[src/rtl/u409_ata_pio_sequencer.sv]
// u409_ata_pio_sequencer
//
// Shared ATA PIO cycle sequencer. Arbitrates between the primary (P) and
// secondary (S) channel requesters, then drives chip select, the DIOR/DIOW
// strobe and the read-data latch pulse with the PIO timing captured at grant.
// Returns a one-cycle completion pulse to the requester's transfer-ack logic.
// Timing table assumes a 40 MHz clock (25 ns per cycle).
//
// Ports
//   i_clk40            bus clock, rising edge
//   i_reset            synchronous, active-high reset
//   i_req_p/i_req_s    channel requests (level, held until ACK)
//   i_rnw              transfer direction (1 = read), captured at grant
//   i_mode_p/i_mode_s  PIO mode 0..4 per channel (5..7 behave as mode 0)
//   i_iordy            asynchronous drive ready, synchronised internally
//   o_sel_p/o_sel_s    channel select / buffer enable, active-high
//   o_diorn/o_diown    ATA read/write strobes, active-low
//   o_rdata_le         read-data latch pulse (reads only)
//   o_ack_p/o_ack_s    completion pulse, first RECOVER cycle
//   o_timeout          IORDY timeout flag, coincident with ACK
//   o_busy             high whenever the sequencer is not idle
//
// state   | meaning
// --------+-------------------------------------------------------------
// IDLE    | waiting for a request; arbitration happens here
// SETUP   | select asserted, strobes inactive (t1 address setup)
// ACTIVE  | strobe asserted for t2, extended while IORDY is low
// RECOVER | strobe released, select held for address/CS hold + recovery

module u409_ata_pio_sequencer (
  input  logic       i_clk40,
  input  logic       i_reset,
  input  logic       i_req_p,
  input  logic       i_req_s,
  input  logic       i_rnw,
  input  logic [2:0] i_mode_p,
  input  logic [2:0] i_mode_s,
  input  logic       i_iordy,
  output logic       o_sel_p,
  output logic       o_sel_s,
  output logic       o_diorn,
  output logic       o_diown,
  output logic       o_rdata_le,
  output logic       o_ack_p,
  output logic       o_ack_s,
  output logic       o_timeout,
  output logic       o_busy
);

  typedef enum logic [1:0] {
    ST_IDLE    = 2'd0,
    ST_SETUP   = 2'd1,
    ST_ACTIVE  = 2'd2,
    ST_RECOVER = 2'd3
  } state_t;

  localparam logic       CH_P     = 1'b0;
  localparam logic       CH_S     = 1'b1;
  localparam logic [9:0] EXT_LAST = 10'd1023;

  // Counter load values are (cycles - 1) so the last cycle of a state is
  // the one where the counter reads zero.
  function automatic logic [4:0] f_setup_ld(input logic [2:0] mode);
    logic [4:0] ld;
    case (mode)
      3'd0:    ld = 5'd2;
      3'd1:    ld = 5'd1;
      3'd2:    ld = 5'd1;
      3'd3:    ld = 5'd1;
      3'd4:    ld = 5'd0;
      default: ld = 5'd2;
    endcase
    return ld;
  endfunction

  function automatic logic [4:0] f_active_ld(input logic [2:0] mode);
    logic [4:0] ld;
    case (mode)
      3'd0:    ld = 5'd6;
      3'd1:    ld = 5'd4;
      3'd2:    ld = 5'd3;
      3'd3:    ld = 5'd3;
      3'd4:    ld = 5'd2;
      default: ld = 5'd6;
    endcase
    return ld;
  endfunction

  function automatic logic [4:0] f_recover_ld(input logic [2:0] mode);
    logic [4:0] ld;
    case (mode)
      3'd0:    ld = 5'd13;
      3'd1:    ld = 5'd8;
      3'd2:    ld = 5'd3;
      3'd3:    ld = 5'd1;
      3'd4:    ld = 5'd0;
      default: ld = 5'd13;
    endcase
    return ld;
  endfunction

  // Sequencer state
  state_t     r_state;
  logic [4:0] r_cnt;
  logic [9:0] r_ext;
  logic       r_chan;
  logic       r_last;
  logic       r_rnw;
  logic [2:0] r_mode;
  logic       r_tmo;

  // IORDY synchroniser
  logic       r_iordy_s1;
  logic       r_iordy_s2;

  // Registered outputs
  logic       r_sel_p;
  logic       r_sel_s;
  logic       r_diorn;
  logic       r_diown;
  logic       r_rdata_le;
  logic       r_ack_p;
  logic       r_ack_s;
  logic       r_timeout;
  logic       r_busy;

  // Next-state values
  state_t     w_state_nxt;
  logic [4:0] w_cnt_nxt;
  logic [9:0] w_ext_nxt;
  logic       w_chan_nxt;
  logic       w_last_nxt;
  logic       w_rnw_nxt;
  logic [2:0] w_mode_nxt;
  logic       w_tmo_nxt;

  // Arbitration
  logic       w_grant_chan;
  logic [2:0] w_grant_raw;
  logic [2:0] w_grant_mode;

  // Next output values
  logic       w_active_exit;
  logic       w_busy_nxt;
  logic       w_strobe_nxt;
  logic       w_rdata_le_nxt;

  always_comb begin
    w_grant_chan = CH_P;
    if (i_req_p && i_req_s) begin
      w_grant_chan = ~r_last;
    end else if (i_req_s) begin
      w_grant_chan = CH_S;
    end
    w_grant_raw  = (w_grant_chan == CH_S) ? i_mode_s : i_mode_p;
    w_grant_mode = (w_grant_raw > 3'd4) ? 3'd0 : w_grant_raw;
  end

  always_comb begin
    w_state_nxt   = r_state;
    w_cnt_nxt     = r_cnt;
    w_ext_nxt     = r_ext;
    w_chan_nxt    = r_chan;
    w_last_nxt    = r_last;
    w_rnw_nxt     = r_rnw;
    w_mode_nxt    = r_mode;
    w_tmo_nxt     = r_tmo;
    w_active_exit = 1'b0;

    case (r_state)
      ST_IDLE: begin
        if (i_req_p || i_req_s) begin
          w_state_nxt = ST_SETUP;
          w_cnt_nxt   = f_setup_ld(w_grant_mode);
          w_chan_nxt  = w_grant_chan;
          w_last_nxt  = w_grant_chan;
          w_rnw_nxt   = i_rnw;
          w_mode_nxt  = w_grant_mode;
          w_tmo_nxt   = 1'b0;
        end
      end

      ST_SETUP: begin
        if (r_cnt == 5'd0) begin
          w_state_nxt = ST_ACTIVE;
          w_cnt_nxt   = f_active_ld(r_mode);
          w_ext_nxt   = 10'd0;
        end else begin
          w_cnt_nxt = r_cnt - 5'd1;
        end
      end

      ST_ACTIVE: begin
        if (r_cnt != 5'd0) begin
          w_cnt_nxt = r_cnt - 5'd1;
        end else if (r_iordy_s2 || (r_ext == EXT_LAST)) begin
          // Leave on ready, or give up after the full extension budget.
          w_active_exit = 1'b1;
          w_state_nxt   = ST_RECOVER;
          w_cnt_nxt     = f_recover_ld(r_mode);
          w_tmo_nxt     = ~r_iordy_s2;
        end else begin
          w_ext_nxt = r_ext + 10'd1;
        end
      end

      ST_RECOVER: begin
        if (r_cnt == 5'd0) begin
          w_state_nxt = ST_IDLE;
          w_cnt_nxt   = 5'd0;
          w_ext_nxt   = 10'd0;
        end else begin
          w_cnt_nxt = r_cnt - 5'd1;
        end
      end

      default: begin
        w_state_nxt = ST_IDLE;
        w_cnt_nxt   = 5'd0;
        w_ext_nxt   = 10'd0;
      end
    endcase
  end

  // Outputs are registered from the next-state values, so they line up
  // with the state they describe. The read latch pulse must mark the cycle
  // in which ACTIVE will exit; the synchronised IORDY seen in that cycle is
  // what s1 holds now, which lets the pulse be registered too.
  always_comb begin
    w_busy_nxt     = (w_state_nxt != ST_IDLE);
    w_strobe_nxt   = (w_state_nxt == ST_ACTIVE);
    w_rdata_le_nxt = w_strobe_nxt && w_rnw_nxt && (w_cnt_nxt == 5'd0) &&
                     (r_iordy_s1 || (w_ext_nxt == EXT_LAST));
  end

  always_ff @(posedge i_clk40) begin
    if (i_reset) begin
      r_iordy_s1 <= 1'b0;
      r_iordy_s2 <= 1'b0;
    end else begin
      r_iordy_s1 <= i_iordy;
      r_iordy_s2 <= r_iordy_s1;
    end
  end

  always_ff @(posedge i_clk40) begin
    if (i_reset) begin
      r_state <= ST_IDLE;
      r_cnt   <= 5'd0;
      r_ext   <= 10'd0;
      r_chan  <= CH_P;
      r_last  <= CH_S;
      r_rnw   <= 1'b0;
      r_mode  <= 3'd0;
      r_tmo   <= 1'b0;
    end else begin
      r_state <= w_state_nxt;
      r_cnt   <= w_cnt_nxt;
      r_ext   <= w_ext_nxt;
      r_chan  <= w_chan_nxt;
      r_last  <= w_last_nxt;
      r_rnw   <= w_rnw_nxt;
      r_mode  <= w_mode_nxt;
      r_tmo   <= w_tmo_nxt;
    end
  end

  always_ff @(posedge i_clk40) begin
    if (i_reset) begin
      r_sel_p    <= 1'b0;
      r_sel_s    <= 1'b0;
      r_diorn    <= 1'b1;
      r_diown    <= 1'b1;
      r_rdata_le <= 1'b0;
      r_ack_p    <= 1'b0;
      r_ack_s    <= 1'b0;
      r_timeout  <= 1'b0;
      r_busy     <= 1'b0;
    end else begin
      r_sel_p    <= w_busy_nxt && (w_chan_nxt == CH_P);
      r_sel_s    <= w_busy_nxt && (w_chan_nxt == CH_S);
      r_diorn    <= ~(w_strobe_nxt && w_rnw_nxt);
      r_diown    <= ~(w_strobe_nxt && !w_rnw_nxt);
      r_rdata_le <= w_rdata_le_nxt;
      r_ack_p    <= w_active_exit && (r_chan == CH_P);
      r_ack_s    <= w_active_exit && (r_chan == CH_S);
      r_timeout  <= w_active_exit && w_tmo_nxt;
      r_busy     <= w_busy_nxt;
    end
  end

  assign o_sel_p    = r_sel_p;
  assign o_sel_s    = r_sel_s;
  assign o_diorn    = r_diorn;
  assign o_diown    = r_diown;
  assign o_rdata_le = r_rdata_le;
  assign o_ack_p    = r_ack_p;
  assign o_ack_s    = r_ack_s;
  assign o_timeout  = r_timeout;
  assign o_busy     = r_busy;

endmodule

[config.mk]
export PLATFORM = sky130hd
export DESIGN_NAME = u409_ata_pio_sequencer
export DESIGN_NICKNAME = d
export VERILOG_FILES = /design/src/rtl/u409_ata_pio_sequencer.sv
export SDC_FILE = /design/constraint.sdc
export NUM_CORES = 1
export LEC_CHECK = 0
export CORE_UTILIZATION = 25
export CTS_CLUSTER_DIAMETER = 200
export DETAILED_ROUTE_END_ITERATION = 16
export PLACE_DENSITY = 0.42
export SYNTH_ARGS = -nofsm -noshare
export SYNTH_HDL_FRONTEND = slang
export SYNTH_SLANG_ARGS = --single-unit
[constraint.sdc]
create_clock -name i_clk40 -period 5 [get_ports i_clk40]
set_clock_uncertainty 0.1 [all_clocks]
set_input_delay 0.5 -clock i_clk40 [delete_from_list [all_inputs] [get_ports i_clk40]]
set_output_delay 0.5 -clock i_clk40 [all_outputs]
set_load 0.01 [all_outputs]
==> impl_metrics.csv, run 1 <==
group,metric,value,unit
routing,viasPerCell,4.92,
finish,n_antenna_cell,0,
routing,wirelength,5.14,mm
worst_setup_path,worst_setup_path_start_kind,"flip-flop",
routing,dr.pass1.iters,4,
worst_setup_path,arrival,3.10,ns
yosys,syn_area,1870,sq um
sta,worst_pin_slew,0.927,ns
finish,layout_commonest_cell,"dfxtp_1",
floorplan,dieArea,7840,sq um
yosys,yosys_register_bits,35,
global_route,use_met1,0.197,
cts,h-tree-depth,2,
cts,postCtsResizedCells,0,
worst_setup_path,r2r_setup_slack,2.02,ns
sta,fin_setup_tns,0,ns
global_route,antenna_found_initial,0,
finish,finalNetCount,264,
floorplan,start_util,0.258,
routing,route.vias.total,1723,
cts,cts_hold_buf,0,
power_and_ir_drop,power-per-cell-area,545,nW/um^2
worst_setup_path,worstPathCellList,"inv_1 > ha_1 > or4b_4 > nor4_4 > a31oi_1 > or3_1 > nor4_1 > nand4b_1 > a211oi_2",
routing,drtIter0Drc,205,
finish,area_growth,23.8,%
sta,finalCriticalPeriod,2.98,ns
cts,clkTransAtPathRegs,0.07,ns
global_route,met3_usage,0.0271,
cts,cts_made_buffers,5,
worst_setup_path,r2r-end,"o_rdata_le$_SDFF_PP0_",
yosys,async_reset_ff_frac,0,
min_path,hold_end,"r_iordy_s2$_SDFF_PP0_",
floorplan,rows,31,
floorplan,core,7250,sq um
global_route,grt_overflow,0,
job,cap_violations,0,
worst_setup_path,timing.rr.start,"r_cnt[0]$_SDFF_PP0_",
worst_setup_path,slowest_stage,"or4b_4",
sta,drv_slew,0,
power_and_ir_drop,power,0.00126,W
placed_design,dpl.hpwl,3.65,mm
global_route,grtUsageMet2,0.213,
min_path,hp-start,"r_iordy_s1$_SDFF_PP0_",
sta,slew_headroom,0.380,
finish,final_cell_mix,"dfxtp_1, nor2_1, clkdlybuf4s50_1",
routing,avgRoutedWirePerCell,14.7,um
placed_design,io_buffers,20,
global_route,grt_pass1_wl,8.33,mm
cts,cts.sinks,35,
power_and_ir_drop,power_switching,0.000516,W
yosys,ys_warn_count,0,
power_and_ir_drop,p_comb_frac,0.432,
power_and_ir_drop,ir_drop,193,uV
worst_setup_path,critPathMaxFanout,21,
yosys,yosys-top-cells-area,"dfxtp_1, nor2_1, nand2_1, nor2b_1, o21ai_0",
finish,drive_gt1_frac,0.0757,
yosys,avgSynthCellArea,8.11,sq um
worst_setup_path,r2r_cells,9,
power_and_ir_drop,p_int,0.000747,W
global_route,grtUsageTotal,0.140,
power_and_ir_drop,switching_share,0.408,
min_path,holdPathStages,2,
cts,cts_tree,"built",
worst_setup_path,slowest_delay,0.63,ns
global_route,grt_pass1_vias,1635,
min_path,hp-class,"reg -> reg",
floorplan,die_x,88.6,um
cts,postCtsSetupBuffers,0,
yosys,syn-num-nets,245,
sta,setup_viol,0,
worst_setup_path,critPathCaptureType,"flip-flop",
power_and_ir_drop,p_leak,0.798,nW
outcome,status,"finished clean",
yosys,netlist.area_leader.share,0.374,
routing,antenna_left,0,
global_route,grt_busiest_layer,"met2",
sta,timing.fmax,335,MHz
routing,drc,0,
yosys,synth_cell_type_count,51,
floorplan,dieHeight,88.6,um
power_and_ir_drop,seqPwrFrac,0.324,
floorplan,io_pins,21,
worst_setup_path,cp_top_family,"simple AND/OR/NAND/NOR gates",
global_route,grt_max_degree,31,
yosys,synth-edff-count,0,
yosys,ys_seq_area_frac,0.374,
yosys,synth.largest_area_cell,"dfxtp_1",
cts,clk_path_buf_depth,2,
sta,finalHoldViolCount,0,
cts,clock-root-buffer,"clkbuf_8",
yosys,synth_cells,231,
worst_setup_path,critPathKind,"reg -> reg",
worst_setup_path,path_buf_inv,1,
sta,fin_crit_sh,0.596,
placed_design,place_congestion,0.822,
sta,rsz0062_at_grt,"false",
worst_setup_path,worstPathRequired,5.12,ns
yosys,synth_ff_type,"dfxtp_1",
power_and_ir_drop,power.share.clock,0.244,
cts,clock_latency,0.29,ns
## Yosys cell counts, drive strengths merged, types with 2 or more instances
cell / instances
a221o: 2
dfxtp: 35
a21oi: 10
nor2: 33
nand4: 4
a311oi: 3
xnor2: 5
a31oi: 5
o21ai: 11
nand2: 17
nor4: 7
mux2i: 5
buf: 2
nor2b: 9
and4: 3
clkbuf: 10
o31ai: 3
inv: 7
o31a: 2
nand3: 7
a21o: 2
a211oi: 2
nand2b: 4
ha: 2
and2: 2
nor3b: 4
and3: 4
mux2: 2
nor3: 9
## cells by family after synthesis
kind of cell,Yosys count,synth area share
adder cells (fa/ha/maj),2,0.0134
buffers and inverters,19,0.0381
XOR/XNOR,6,0.0281
AO/OA/AOI/OAI,52,0.190
AND/OR/NAND/NOR,110,0.317
multiplexers,7,0.0387
flip-flops,35,0.374
## power by group through the flow
stage	sequential, W	combinational (W)	clock (W)
6_report	0.000409	0.000545	0.000309
5_1_grt	0.000421	0.000602	0.000326
4_1_cts	0.000409	0.000548	0.000318
3_5_place_dp	0.000415	0.000545	0
3_3_place_gp	0.000416	0.000557	0
2_1_floorplan	0.000378	0.000418	0
## layout make-up
class | count | area, sq um
fill | 787 | 4930
multi-input combinational | 177 | 1100
sequential | 35 | 701
timing repair buffer | 24 | 230
tap | 99 | 124
clock buffer | 5 | 68.8
clock inverter | 3 | 67.6
inverter | 7 | 26.3
## state kept, by name, summed over array words and instances (netlist names)
| name | cells |
|---|---|
| o_sel_p | 1 |
| o_ack_s | 1 |
| r_iordy_s2 | 1 |
| o_rdata_le | 1 |
| r_cnt | 5 |
| o_busy | 1 |
| o_timeout | 1 |
| r_mode | 3 |
| o_diorn | 1 |
| r_ext | 10 |
| r_rnw | 1 |
| r_state | 2 |
| r_tmo | 1 |
| o_diown | 1 |
| o_ack_p | 1 |
| r_iordy_s1 | 1 |
| r_last | 1 |
| o_sel_s | 1 |
| r_chan | 1 |
## layer usage
metal / share of wire / vias up
met5: 0 / -
met4: 0.011 / 0
met3: 0.040 / 4
met2: 0.44 / 32
met1: 0.51 / 802
li1: - / 885
## worst reg2reg max path, stage by stage, from the launching register on
cell and delay, ns:
dfxtp_1 0.36, inv_1 0.09, ha_1 0.22, or4b_4 0.63, nor4_4 0.34, a31oi_1 0.11
or3_1 0.33, nor4_1 0.35, nand4b_1 0.16, a211oi_2 0.22
## worst max path at each step
stage,startpoint,end,slack (ns),depth (start not counted)
finish,r_cnt[0]$_SDFF_PP0_,o_rdata_le$_SDFF_PP0_,2.02,9
global route,r_cnt[0]$_SDFF_PP0_,o_rdata_le$_SDFF_PP0_,1.87,9
CTS,r_cnt[0]$_SDFF_PP0_,o_rdata_le$_SDFF_PP0_,2.03,9
detailed placement,i_req_s,o_rdata_le$_SDFF_PP0_,1.98,8
global placement,i_req_s,o_rdata_le$_SDFF_PP0_,2.04,8
floorplan,r_cnt[0]$_SDFF_PP0_,o_rdata_le$_SDFF_PP0_,2.47,9
## metrics by stage
step	util	instances	area, sq um	hold WS [ns]	setup WS (ns)
floorplan	-	231	1870	0.317	2.47
global placement	0.301	342	2180	0.356	2.04
detailed placement	0.301	342	2180	0.348	1.98
CTS	0.320	350	2320	0.370	2.03
global route	0.320	350	2320	0.386	1.87
finish	0.320	350	2320	0.368	2.02
Note: power is estimated with default switching activity, not from simulation.
==> run 2: changes to the inputs <==
- clock period: 5 -> 3 ns (I/O delays scaled with it)
==> run 2 against run 1 <==
  * Critical path depth unchanged
  * Sequential cell count unchanged
  * Setup slack worse by 1.8 ns
  * First-iteration DRC count down 42%
  * Highest routed layer unchanged
  * Register-to-register slack worse by 1.8 ns
  * Combinational power up 96%
  * Die area unchanged
  * Maximum frequency up 8.5%
  * Sequential share of layout area down 0.86 points
  * Total power up 77%
  * Clock-buffer cell count unchanged
  * Hold slack worse by 0.012 ns
==> impl_metrics.csv, run 2 (same netlist as run 1, synthesis figures left out) <==
group,metric,value,unit
outcome,status,"finished clean",
cts,postCtsResizedCells,0,
placed_design,dpl.hpwl,3.71,mm
finish,n_antenna_cell,0,
cts,cts.sinks,35,
finish,fin_cells,359,
placed_design,io_buffers,20,
cts,clkTransAtPathRegs,0.08,ns
floorplan,die_x,88.6,um
power_and_ir_drop,ir_drop,445,uV
global_route,grtUsageMet2,0.212,
cts,clk_path_buf_depth,2,
cts,clock_latency,0.29,ns
placed_design,place_congestion,0.855,
sta,worst_pin_slew,0.863,ns
finish,drive_gt1_frac,0.108,
sta,layout_setup_ws,0.254,ns
global_route,use_met1,0.198,
job,cap_violations,0,
min_path,hp-class,"reg -> reg",
routing,drtIter0Drc,118,
global_route,grt_busiest_layer,"met2",
finish,area_growth,27.4,%
global_route,grt_overflow,0,
global_route,grt_pass1_wl,8.42,mm
floorplan,rows,31,
finish,regMostFlops,"r_ext",
cts,cts_hold_buf,0,
placed_design,dp.cells,351,
floorplan,dieArea,7840,sq um
routing,drc,0,
finish,reg_top3,"r_ext x10, r_cnt x5, r_mode x3",
sta,fin_crit_sh,0.915,
power_and_ir_drop,p_leak,0.844,nW
finish,n_fill_cell,802,
cts,postCtsSetupBuffers,0,
sta,timing.fmax,364,MHz
cts,h-tree-depth,2,
worst_setup_path,critPathKind,"reg -> reg",
floorplan,start_util,0.258,
finish,finalNetCount,273,
finish,largest_register_ffs,10,
worst_setup_path,critPathMaxFanout,5,
sta,rsz0062_at_grt,"false",
sta,slew_headroom,0.422,
sta,fin_setup_tns,0,ns
worst_setup_path,critPathCaptureType,"flip-flop",
placed_design,post-place-ws,0.302,ns
placed_design,place_area,2250,sq um
worst_setup_path,worstPathRequired,3.11,ns
global_route,grt_max_degree,30,
power_and_ir_drop,power-per-cell-area,937,nW/um^2
routing,wirelength,5.10,mm
cts,cts_made_buffers,5,
cts,cts_tree,"built",
sta,drv_slew,0,
routing,dr.pass1.iters,4,
global_route,antenna_found_initial,0,
routing,antenna_left,0,
cts,clock-root-buffer,"clkbuf_8",
floorplan,dieHeight,88.6,um
routing,viasPerCell,5.03,
global_route,met3_usage,0.0261,
worst_setup_path,worst_setup_path_start_kind,"flip-flop",
worst_setup_path,arrival,2.86,ns
floorplan,io_pins,21,
sta,setup_viol,0,
finish,layout_commonest_cell,"dfxtp_1",
sta,finalCriticalPeriod,2.75,ns
finish,fin_util,0.329,
finish,final_cell_mix,"dfxtp_1, nor2_1, clkdlybuf4s50_1",
global_route,grt_pass1_vias,1685,
finish,final_area,2390,sq um
routing,avgRoutedWirePerCell,14.2,um
global_route,grtUsageTotal,0.140,
routing,route.vias.total,1804,
floorplan,core,7250,sq um
sta,finalHoldViolCount,0,
## run 2: worst paths after layout
kind                              start                     to  slack [ns]  cells past startpoint
setup / recovery    r_cnt[0]$_SDFF_PP0_  o_rdata_le$_SDFF_PP0_        0.25                      9
hold / removal    r_iordy_s1$_SDFF_PP0_  r_iordy_s2$_SDFF_PP0_        0.36                      2
setup reg to reg    r_cnt[0]$_SDFF_PP0_  o_rdata_le$_SDFF_PP0_        0.25                      9
hold reg to reg   r_iordy_s1$_SDFF_PP0_  r_iordy_s2$_SDFF_PP0_        0.36                      2
## run 2: power breakdown
| part | total, W | switching, W | leakage (nW) | internal [W] |
|---|---|---|---|---|
| clock | 0.000523 | 0.000191 | 0.0644 | 0.000332 |
| sequential | 0.000642 | 0.0000928 | 0.285 | 0.000549 |
| combinational | 0.00107 | 0.000610 | 0.495 | 0.000460 |
## run 2: area by class of cell
cell class                      count  area (sq um)  area share
Timing Repair Buffer               33           298       0.125
Tap cell                           99           124      0.0519
Clock buffer                        5          68.8      0.0288
Multi-Input combinational cell    177          1100       0.461
Inverter                            7          26.3      0.0110
Sequential cell                    35           701       0.294
Clock inverter                      3          67.6      0.0283
## run 2: per-stage QoR
step / hold WS (ns) / power, W
after floorplan: 0.284 / 0.00133
after global placement: 0.346 / 0.00173
after detailed placement: 0.347 / 0.00172
after CTS: 0.359 / 0.00225
after global routing: 0.400 / 0.00239
final: 0.356 / 0.00223
## run 2: per-layer routing
| layer | vias up | part of all wire |
|---|---|---|
| met2 | 47 | 0.45 |
| met5 | - | 0 |
| li1 | 905 | - |
| met1 | 845 | 0.50 |
| met4 | 0 | 0.014 |
| met3 | 7 | 0.039 |
## run 2: critical path, cell delays in order, from the launching register on
cell      delay (ns)
dfxtp_1         0.35
inv_1           0.09
ha_1            0.21
or4b_4          0.50
nor4_4          0.32
a31oi_1         0.11
or3_1           0.33
nor4_1          0.27
nand4b_1        0.16
a211oi_2        0.23
==> run 3: changes to the inputs <==
- CTS_CLUSTER_SIZE: unset -> 40
==> results of run 3 <==
Final layout, timing and power as in run 2 (identical DEF).
==> edit 1: new RTL, flow settings as in run 1 <==
The 4 states of `state_t` get a one-hot encoding in 4 bits.
--- a/src/rtl/u409_ata_pio_sequencer.sv
+++ b/src/rtl/u409_ata_pio_sequencer.sv
@@ -47,11 +47,11 @@
   output logic       o_busy
 );
 
-  typedef enum logic [1:0] {
-    ST_IDLE    = 2'd0,
-    ST_SETUP   = 2'd1,
-    ST_ACTIVE  = 2'd2,
-    ST_RECOVER = 2'd3
+  typedef enum logic [3:0] {
+    ST_IDLE    = 4'b0001,
+    ST_SETUP   = 4'b0010,
+    ST_ACTIVE  = 4'b0100,
+    ST_RECOVER = 4'b1000
   } state_t;
 
   localparam logic       CH_P     = 1'b0;
Check against the original RTL: no difference found for any inputs over 10 cycles, from zero or initial values and one cycle with i_reset high; not proved beyond that.
==> edit 1 against run 1 <==
  * Critical path depth is 1 lower
  * Sequential cell count rose by 1
  * Worst hold slack improved by 0.015 ns
  * Power decreased by 28%
  * Routed wire length grew 11%
  * Cell area up 5.9%
  * Sequential share of layout area is 0.86 points lower
  * Synthesized area is 12% higher
  * Worst setup slack better by 0.039 ns
==> edit 1: results (changes against run 1) <==
Status -> completed (unchanged)
GRT met3 Usage -> 2.83% (was 2.71%)
Post-placement setup slack -> 1.90 ns (was 1.98 ns)
Share of final-layout standard cells stronger than drive strength 1 -> 11.0% (was 7.57%)
Buffers excl. clock -> 22 (was 24)
Instance area at placement -> 2350 um2 (was 2180 um2)
Number of synthesized register bits -> 36 (was 35)
ClkCell Share -> 4.38% (was 5.88%)
Routed length on met3 -> 221 um (was 207 um)
Max stage delay cell, worst path -> nor3_1 (was or4b_4)
Leakage power figure -> 0.000823 uW (was 0.000798 uW)
Post-route met1 wirelength -> 2840 um (was 2600 um)
Drt total wl -> 5700 um (was 5140 um)
Wire length of the first global-routing pass -> 9400 um (was 8330 um)
Mux share of post-synthesis cell area -> 0.476% (was 3.87%)
Share of the final layout cell area in multi-input gates -> 51.2% (was 47.5%)
Pwr Density -> 368 nW/um2 (was 545 nW/um2)
Sequential share of power -> 38.3% (was 32.4%)
Met2 WL post-DR -> 2570 um (was 2280 um)
FF/Latch Area -> 721 um2 (was 701 um2)
Area share of buffers outside the clock network -> 8.77% (was 9.93%)
Clkbuf count -> 6 (was 5)
Arrival @ worst endpoint -> 3.05 ns (was 3.10 ns)
Via-per-instance ratio -> 5.15 (was 4.92)
Number of nets produced by synthesis -> 263 (was 245)
[edit 1: changes by cell type after synthesis, moves of 3 or more]
| cell | delta |
|---|---|
| o31ai_1 | -3 |
| nor2_1 | -3 |
| nor4b_1 | +3 |
| buf_6 | +4 |
| a211oi_1 | +4 |
| nor4_1 | -3 |
| mux2i_1 | -4 |
[edit 1: worst paths after layout]
| kind | start | endpoint | slack, ns | cells after the start |
|---|---|---|---|---|
| min reg2reg | r_chan$_SDFF_PP0_ | o_ack_p$_SDFF_PP0_ | 0.38 | 1 |
| min | r_chan$_SDFF_PP0_ | o_ack_p$_SDFF_PP0_ | 0.38 | 1 |
| max reg2reg | r_ext[0]$_SDFF_PP0_ | o_rdata_le$_SDFF_PP0_ | 2.06 | 8 |
| max | r_ext[0]$_SDFF_PP0_ | o_rdata_le$_SDFF_PP0_ | 2.06 | 8 |
==> edit 2: new RTL, config.mk and constraints of run 1 <==
Without the edit above. Put one more register stage on the output `o_timeout`, without a reset. The value now appears one clock later. The other outputs are not delayed to match.
--- a/src/rtl/u409_ata_pio_sequencer.sv
+++ b/src/rtl/u409_ata_pio_sequencer.sv
@@ -296,7 +296,9 @@
   assign o_rdata_le = r_rdata_le;
   assign o_ack_p    = r_ack_p;
   assign o_ack_s    = r_ack_s;
-  assign o_timeout  = r_timeout;
+  always_ff @(posedge i_clk40) begin
+    o_timeout <= r_timeout;
+  end
   assign o_busy     = r_busy;
 
 endmodule
Function: same outputs for any inputs over 10 cycles, from zero or initial values and one cycle with i_reset high; that may be too few to reach the edited logic, so the function may still have changed.
==> edit 2 against run 1 <==
  * Via count decreased by 0.41%
  * Non-clock buffer count decreased by 2
  * Sequential cell count increased by 1
  * Power decreased by 17%
  * Worst setup slack improved by 0.13 ns
  * Global-route usage decreased by 0.75 points
  * Routed wire length decreased by 6.1%
  * Die area increased by 1.4%
  * Cell area decreased by 1.9%
  * Synthesized area increased by 1.4%
  * Fmax increased by 4.5%
  * Clock power decreased by 30%
==> edit 2: results (changes against run 1) <==
Via count -> 1716 (was 1723)
Largest fanout on the critical path -> 19 (was 21)
Post-detailed-placement half-perimeter wirelength -> 3430 um (was 3650 um)
Status -> completed (unchanged)
Final layout net count -> 260 (was 264)
Proportion of synthesized chip area in sequential cells -> 37.9% (was 37.4%)
All-layer global routing usage -> 13.3% (was 14.0%)
Sink of the worst hold path -> o_timeout$_DFF_P_ (was r_iordy_s2$_SDFF_PP0_)
Drt total wl -> 4830 um (was 5140 um)
Top cells by area, synth -> dfxtp_1 (38%), nor2_1 (5.9%), a21oi_1 (4.7%) (was dfxtp_1 (37%), nor2_1 (6.6%), nand2_1 (3.4%))
Instance area at placement -> 2180 um2 (about the same)
Worst R2R Setup Slack -> 2.15 ns (was 2.02 ns)
Placed cell count -> 338 (was 342)
Hold path cells -> 0 (was 2)
Maximum vdd ir drop -> 198 uV (was 193 uV)
Placer's final routability congestion estimate -> 0.796 (was 0.822)
Most instantiated cells after synthesis -> dfxtp_1 (36), nor2_1 (30), a21oi_1 (18) (was dfxtp_1 (35), nor2_1 (33), nand2_1 (17))
Routed wirelength normalized by instance count -> 14.0 um (was 14.7 um)
Layout filler cell count -> 826 (was 787)
Drt first-iter violations -> 124 (was 205)
Via count of the first global-routing pass -> 1599 (was 1635)
Wire length of the first global-routing pass -> 8060 um (was 8330 um)
Leakage power figure -> 0.000794 uW (was 0.000798 uW)
Relative max-transition margin -> 35.7% (was 38.0%)
Share of final-layout standard cells stronger than drive strength 1 -> 7.29% (was 7.57%)
Origin of the worst min-delay path -> r_timeout$_SDFF_PP0_ (was r_iordy_s1$_SDFF_PP0_)
-- edit 2: cell types whose count changed after synthesis, sizes merged, moves of 3 or more --
cell	change
a21oi	+9
clkbuf	-5
nor4	-5
buf	+4
a2111oi	+3
a31oi	-3
nand2	-3
nor2	-3
nor3	+3
o21bai	+3
xnor2	-3
-- edit 2: stage by stage --
step	setup WS, ns	util, %	hold WS, ns
final	2.15	31.2	0.234
after global routing	1.92	31.2	0.241
after CTS	2.15	31.2	0.238
after detailed placement	2.06	29.9	0.218
after global placement	2.08	29.9	0.218
after floorplan	2.79	-	0.210
-- edit 2: how the worst max path moves through the flow --
| stage | end | slack (ns) | from | depth (start not counted) |
|---|---|---|---|---|
| global placement | o_rdata_le$_SDFF_PP0_ | 2.08 | i_req_s | 7 |
| CTS | o_rdata_le$_SDFF_PP0_ | 2.15 | r_cnt[0]$_SDFF_PP0_ | 9 |
| floorplan | o_rdata_le$_SDFF_PP0_ | 2.79 | r_cnt[0]$_SDFF_PP0_ | 10 |
| global route | o_rdata_le$_SDFF_PP0_ | 1.92 | r_cnt[0]$_SDFF_PP0_ | 9 |
| finish | o_rdata_le$_SDFF_PP0_ | 2.15 | r_cnt[0]$_SDFF_PP0_ | 9 |
| detailed placement | o_rdata_le$_SDFF_PP0_ | 2.06 | i_req_s | 7 |
-- edit 2: kinds of logic after synthesis --
logic type	after synthesis	synth area share, %
muxes	5	2.70
and+or+nand+nor	102	29.3
AOI/OAI and AO/OA	61	22.6
DFF	36	37.9
buffers and inverters	18	4.28
adders and majority gates	2	1.32
xor gates and xnor gates	4	1.84
-- edit 2: critical path, cell delays in order (launching register included) --
cell	delay (ns)
dfxtp_1	0.36
inv_1	0.07
ha_1	0.20
or4b_1	0.82
nor2_1	0.34
nand2b_1	0.20
nor3b_1	0.23
a311oi_1	0.09
and4_1	0.22
o211a_1	0.12
-- edit 2: cell type report --
class | instances | area [um2] | area share, %
multi-input cells | 174 | 1100 | 48.3
flip-flops and latches | 36 | 721 | 31.7
repair buffers | 22 | 215 | 9.47
well taps | 99 | 124 | 5.45
clock buffers | 5 | 68.8 | 3.03
inverters | 7 | 26.3 | 1.16
clock inverters | 3 | 21.3 | 0.936
-- edit 2: metal layers --
layer  GRT usage [%]  part of all wire [%]
met1            18.5                    52
met3            2.77                   2.5
met4            4.91                  0.83
met2            20.2                    45
met5               0                     0
-- edit 2: report_power, final --
group	leakage (uW)	switching [uW]	total, uW	internal [uW]
registers	0.000293	68.2	400	332
clock network	0.0000445	118	217	99.0
logic	0.000456	260	431	172
total	0.000794	446	1050	602
